## src/rtl/mix_cols_pkg.sv

```systemverilog
// mix_cols_pkg: shared GF(2^8) helpers for the AES MixColumns datapath.
//   GF_RED         reduction constant for the AES field polynomial 0x11B
//   col_t          one 32-bit state column, row 0 byte in bits [31:24]
//   xtime()        multiply by 2 in GF(2^8)
//   gf_mul_const() multiply by one of the constants 2, 3, 9, b, d, e
//                  (any other value multiplies by 1)
package mix_cols_pkg;

    localparam logic [7:0] GF_RED = 8'h1B;

    typedef logic [31:0] col_t;

    function automatic logic [7:0] xtime(input logic [7:0] a);
        return {a[6:0], 1'b0} ^ (a[7] ? GF_RED : 8'h00);
    endfunction

    // Constants are built from the doubling chain a, 2a, 4a, 8a.
    function automatic logic [7:0] gf_mul_const(input logic [7:0] a, input logic [7:0] k);
        logic [7:0] x2;
        logic [7:0] x4;
        logic [7:0] x8;
        logic [7:0] r;
        x2 = xtime(a);
        x4 = xtime(x2);
        x8 = xtime(x4);
        case (k)
            8'h02:   r = x2;
            8'h03:   r = x2 ^ a;
            8'h09:   r = x8 ^ a;
            8'h0B:   r = x8 ^ x2 ^ a;
            8'h0D:   r = x8 ^ x4 ^ a;
            8'h0E:   r = x8 ^ x4 ^ x2;
            default: r = a;
        endcase
        return r;
    endfunction

endpackage

```

## src/rtl/mix_single_col.sv

```systemverilog
// mix_single_col: combinational MixColumns for one 32-bit column.
//   inv    (only with MIX_COLS_INV_EN) 1 = InvMixColumns, 0 = MixColumns
//   col    input column, row 0 byte in bits [31:24]
//   mixed  transformed column, same byte ordering
// Macro MIX_COLS_INV_EN adds the inv input and the inverse coefficients.
module mix_single_col
    import mix_cols_pkg::*;
(
`ifdef MIX_COLS_INV_EN
    input  logic inv,
`endif
    input  col_t col,
    output col_t mixed
);

    logic [7:0] a0, a1, a2, a3;
    col_t       fwd;

    assign a0 = col[31:24];
    assign a1 = col[23:16];
    assign a2 = col[15:8];
    assign a3 = col[7:0];

    assign fwd = {
        gf_mul_const(a0, 8'h02) ^ gf_mul_const(a1, 8'h03) ^ a2 ^ a3,
        a0 ^ gf_mul_const(a1, 8'h02) ^ gf_mul_const(a2, 8'h03) ^ a3,
        a0 ^ a1 ^ gf_mul_const(a2, 8'h02) ^ gf_mul_const(a3, 8'h03),
        gf_mul_const(a0, 8'h03) ^ a1 ^ a2 ^ gf_mul_const(a3, 8'h02)
    };

`ifdef MIX_COLS_INV_EN
    col_t bwd;

    assign bwd = {
        gf_mul_const(a0, 8'h0E) ^ gf_mul_const(a1, 8'h0B) ^ gf_mul_const(a2, 8'h0D) ^ gf_mul_const(a3, 8'h09),
        gf_mul_const(a0, 8'h09) ^ gf_mul_const(a1, 8'h0E) ^ gf_mul_const(a2, 8'h0B) ^ gf_mul_const(a3, 8'h0D),
        gf_mul_const(a0, 8'h0D) ^ gf_mul_const(a1, 8'h09) ^ gf_mul_const(a2, 8'h0E) ^ gf_mul_const(a3, 8'h0B),
        gf_mul_const(a0, 8'h0B) ^ gf_mul_const(a1, 8'h0D) ^ gf_mul_const(a2, 8'h09) ^ gf_mul_const(a3, 8'h0E)
    };

    assign mixed = inv ? bwd : fwd;
`else
    assign mixed = fwd;
`endif

endmodule

```

## src/rtl/mix_cols.sv

```systemverilog
// mix_cols: registered AES MixColumns over the full 128-bit state.
//   clk        rising-edge clock
//   rst_n      asynchronous active-low reset (clears mixed and out_valid)
//   in_valid   capture state this cycle
//   inv        (only with MIX_COLS_INV_EN) 1 = InvMixColumns
//   state      AES state, column c = state[127-32c -: 32]
//   out_valid  mixed holds a result captured at the previous edge
//   mixed      transformed state, same ordering; holds when in_valid=0
// Macro MIX_COLS_INV_EN adds the inv port and the inverse transform.
module mix_cols
    import mix_cols_pkg::*;
(
    input  logic         clk,
    input  logic         rst_n,
    input  logic         in_valid,
`ifdef MIX_COLS_INV_EN
    input  logic         inv,
`endif
    input  logic [127:0] state,
    output logic         out_valid,
    output logic [127:0] mixed
);

    logic [127:0] mixed_next;

    for (genvar c = 0; c < 4; c++) begin : g_col
        mix_single_col u_col (
`ifdef MIX_COLS_INV_EN
            .inv   (inv),
`endif
            .col   (state[127-32*c -: 32]),
            .mixed (mixed_next[127-32*c -: 32])
        );
    end

    always_ff @(posedge clk or negedge rst_n) begin
        if (!rst_n) begin
            out_valid <= 1'b0;
            mixed     <= '0;
        end else begin
            out_valid <= in_valid;
            if (in_valid) begin
                mixed <= mixed_next;
            end
        end
    end

endmodule

```

## config.mk

```make
export PLATFORM = sky130hd
export DESIGN_NAME = mix_cols
export DESIGN_NICKNAME = d
export VERILOG_FILES = /design/src/rtl/mix_cols_pkg.sv /design/src/rtl/mix_single_col.sv /design/src/rtl/mix_cols.sv
export SDC_FILE = /design/constraint.sdc
export NUM_CORES = 1
export LEC_CHECK = 0
export ABC_AREA = 1
export CORE_UTILIZATION = 26
export DETAILED_ROUTE_END_ITERATION = 12
export PLACE_DENSITY = 0.47
export SLEW_MARGIN = 20
export SYNTH_ARGS = -nofsm -noshare
export SYNTH_HDL_FRONTEND = slang
export SYNTH_SLANG_ARGS = --single-unit
export TNS_END_PERCENT = 30
```

## constraint.sdc

```tcl
create_clock -name clk -period 0.8 [get_ports clk]
set_input_delay 0.08 -clock clk [delete_from_list [all_inputs] [get_ports clk]]
set_output_delay 0.08 -clock clk [all_outputs]
set_load 0.05 [all_outputs]
```

==> results.txt <==
----------------------------------------------------
[Outcome]
  Result of the run ... finished with violations
  Violated checks ... setup timing

[Worst hold path]
  Worst min-delay path class ... in2reg
  Worst Hold Path EP ... mixed[126]$_DFFE_PN0P_
  Launch instance of the worst min-delay path ... in_valid
  Worst hold path depth ... 4

[Routing]
  Number of detailed-routing iterations run before antenna repair ... 6
  Total Wirelength ... 45900 µm
  Total via count after detailed routing ... 15400
  Detailed-route vias per instance ... 4.52
  Final routed wire length divided by cell count ... 13.5 µm
  Number of DRC markers in iteration 0 ... 775
  Count of antenna-violating nets left after detailed routing ... 0
  DRC violations left ... 0

[Worst setup path]
  Startpoint of the lowest-slack register-to-register path ... mixed[17]$_DFFE_PN0P_
  Critical path buffer and inverter count ... 1
  Critical path fanouts, max ... 2
  WP data arrival ... 1.11 ns
  Required @ worst endpoint ... 0.72 ns
  Nature of the critical path startpoint ... flip-flop
  Endpoint class of the critical path ... primary output
  Worst reg-to-reg path cell count ... 4
  Worst reg2reg path endpoint ... mixed[17]$_DFFE_PN0P_
  Slowest Stage Delay on Critical Path ... 0.45 ns
  Family with the most delay on the worst path ... flip-flops
  Reg2reg setup slack ... -0.09 ns
  Sequence of cells on the critical path ... buf_12
  Crit path kind ... reg2out
  Cell with the largest stage delay on the worst path ... sky130_fd_sc_hd__dfrtp_2

[Logic synthesis]
  Synthesized area ... 12600 µm²
  Proportion of synthesized chip area in sequential cells ... 25.7%
  Number of cells produced by synthesis ... 2317
  Post-synthesis register bit count ... 129
  Synth Net Count ... 2448
  Number of warning messages in the yosys log ... 0
  Synthesized area per cell ... 5.43 µm²
  Count of cell types in the netlist ... 21

[Floorplanning]
  Initial core utilization ... 26.3%
  Die height ... 222 µm
  Row Count ... 80
  Floorplan die width ... 222 µm
  Core area ... 47700 µm²
  Ports placed on the boundary ... 260
  Die Area ... 49300 µm²

[Final layout]
  Area taken by multi-input logic gates ... 8400 µm²
  Final Core Density ... 42.2%
  Fraction of final layout cells with drive strength greater than 1 ... 21.6%
  Nets ... 2913
  Area Overhead vs Synth ... 60.1%
  Commonest non-fill, non-tap cells in the layout ... sky130_fd_sc_hd__nand2_1 (1419), sky130_fd_sc_hd__nand3_1 (292), sky130_fd_sc_hd__buf_4 (236)
  Final instance area ... 20100 µm²
  Number of fill cells in the layout ... 5084
  Most common library cell in the layout ignoring fill and taps ... sky130_fd_sc_hd__nand2_1
  Area of all sequential standard cells ... 3280 µm²

[CTS]
  Register clock-pin slew on the reported worst setup and hold paths ... 0.07 ns
  Root buf cell ... sky130_fd_sc_hd__clkbuf_16
  Latest clock arrival within the worst-skew pair ... 0.48 ns
  Number of buffers on the longest clock path ... 2
  TritonCTS buffer count ... 17
  Clock tree from TritonCTS ... built
  H-tree depth reported by CTS ... 4
  Total number of clock tree sinks ... 129

[Placed design]
  Post-detailed-placement half-perimeter wirelength ... 36500 µm
  Minimum setup slack after placement ... -0.766 ns
  Instance area at placement ... 19000 µm²
  Buffers on Ports ... 259
  GPL Wtd Cong ... 0.859

[Timing]
  RSZ-0062 raised after global routing ... yes
  Highest achievable clock rate ... 0.843 GHz
  Slew HR ... 74.4%
  Setup violation total in the final timing report ... 144
  Post-layout min period ... 1.19 ns
  Crit share post-route ... 148%
  Summed negative setup slack over all endpoints ... -44.25 ns
  Pins Over Slew Limit ... 0
  Final Skew ... 0 ns
  Worst Setup Slack, final ... -0.387 ns
  Measured slew at the worst slew-check pin ... 0.383 ns
  Number of endpoints with negative hold slack in the final report ... 0

[Power and ir drop]
  IR Drop Worst-Case VDD ... 1.35 mV
  Leakage component of the power ... 11.6 nW
  Final Power ... 33.6 mW
  Power density over the cells ... 1670 nW/µm²

[GRT]
  Global-route wire length before repair ... 75200 µm
  Overall routing resource usage ... 19.1%
  Largest net degree at the start of global routing ... 46
  Overflow after GRT ... 0
  Antenna violations before repair ... 5
  Via count of the first global-routing pass ... 14700

[Job]
  Max-capacitance violation count ... 0

----------------------------------------------------
## repair_timing
action / in CTS / in global routing
pin swaps: 1 / 7
endpoints found under the setup margin: 251 / 233
buffers inserted: 8 / 11
hold buffers: 3 / 0
endpoints found under the hold margin: 130 / 0
cloned: 0 / 0
resized for setup: 137 / 100
## stage by stage
stage	cells	hold slack [ns]
2_1_floorplan	2317	-0.216
3_3_place_gp	3356	-0.0680
3_5_place_dp	3356	-0.0682
4_1_cts	3399	0.0303
5_1_grt	3412	0.0684
6_report	3412	0.0765
## synthesized netlist by cell type, drive strengths merged
library cell	number	share of area [%]
nand3b	22	1.3
nand2	1470	44
dfrtp	129	26
xnor2	45	3.1
buf	70	3.9
nand3	301	12
nor2	32	0.97
inv	188	5.7
clkbuf	22	0.79
a21o	4	0.24
o21ai	4	0.16
xor2	25	2.1
or2	5	0.25
## power breakdown
group | internal, mW | switching (mW)
logic | 7.34 | 8.95
registers | 7.57 | 1.13
clock network | 5.14 | 3.45
## cell families (layout without fill, tap and decap cells)
logic type / count (synthesis) / after routing / share of synthesized area [%]
other: 0 / 2 / 0
buffers and inverters: 280 / 758 / 10.3
and+or+nand+nor: 1830 / 1830 / 58.4
DFF: 129 / 129 / 25.7
AOI/OAI and AO/OA: 8 / 8 / 0.398
xor gates and xnor gates: 70 / 70 / 5.23
## flip-flops by register name, indices dropped and copies added, names as in the netlist
name       flops
out_valid      1
mixed        128
## final cells by class
class | instances | area share [%]
flip-flops and latches | 129 | 16.3
inverters | 188 | 3.74
clock inverters | 12 | 0.777
well taps | 615 | 3.82
multi-input cells | 1908 | 41.7
diodes | 2 | 0.0249
clock buffers | 20 | 2.32
repair buffers | 538 | 31.3
## worst max-delay path by stage
stage / start / endpoint / depth (start not counted)
6_report: mixed[67]$_DFFE_PN0P_ / mixed[67] / 1
2_1_floorplan: state[5] / mixed[29]$_DFFE_PN0P_ / 8
5_1_grt: mixed[67]$_DFFE_PN0P_ / mixed[67] / 1
3_3_place_gp: state[15] / mixed[17]$_DFFE_PN0P_ / 11
4_1_cts: mixed[68]$_DFFE_PN0P_ / mixed[68] / 1
3_5_place_dp: state[95] / mixed[65]$_DFFE_PN0P_ / 10
## metal layers
| metal | part of all wire [%] | vias up | GRT usage [%] |
|---|---|---|---|
| met1 | 47 | 7041 | 24.2 |
| met2 | 47 | 295 | 31.6 |
| met4 | 1.4 | 6 | 5.65 |
| met5 | 0.074 | - | 0 |
| li1 | - | 8024 | - |
| met3 | 5.1 | 44 | 5.04 |
(Power assumes the default switching activity.)
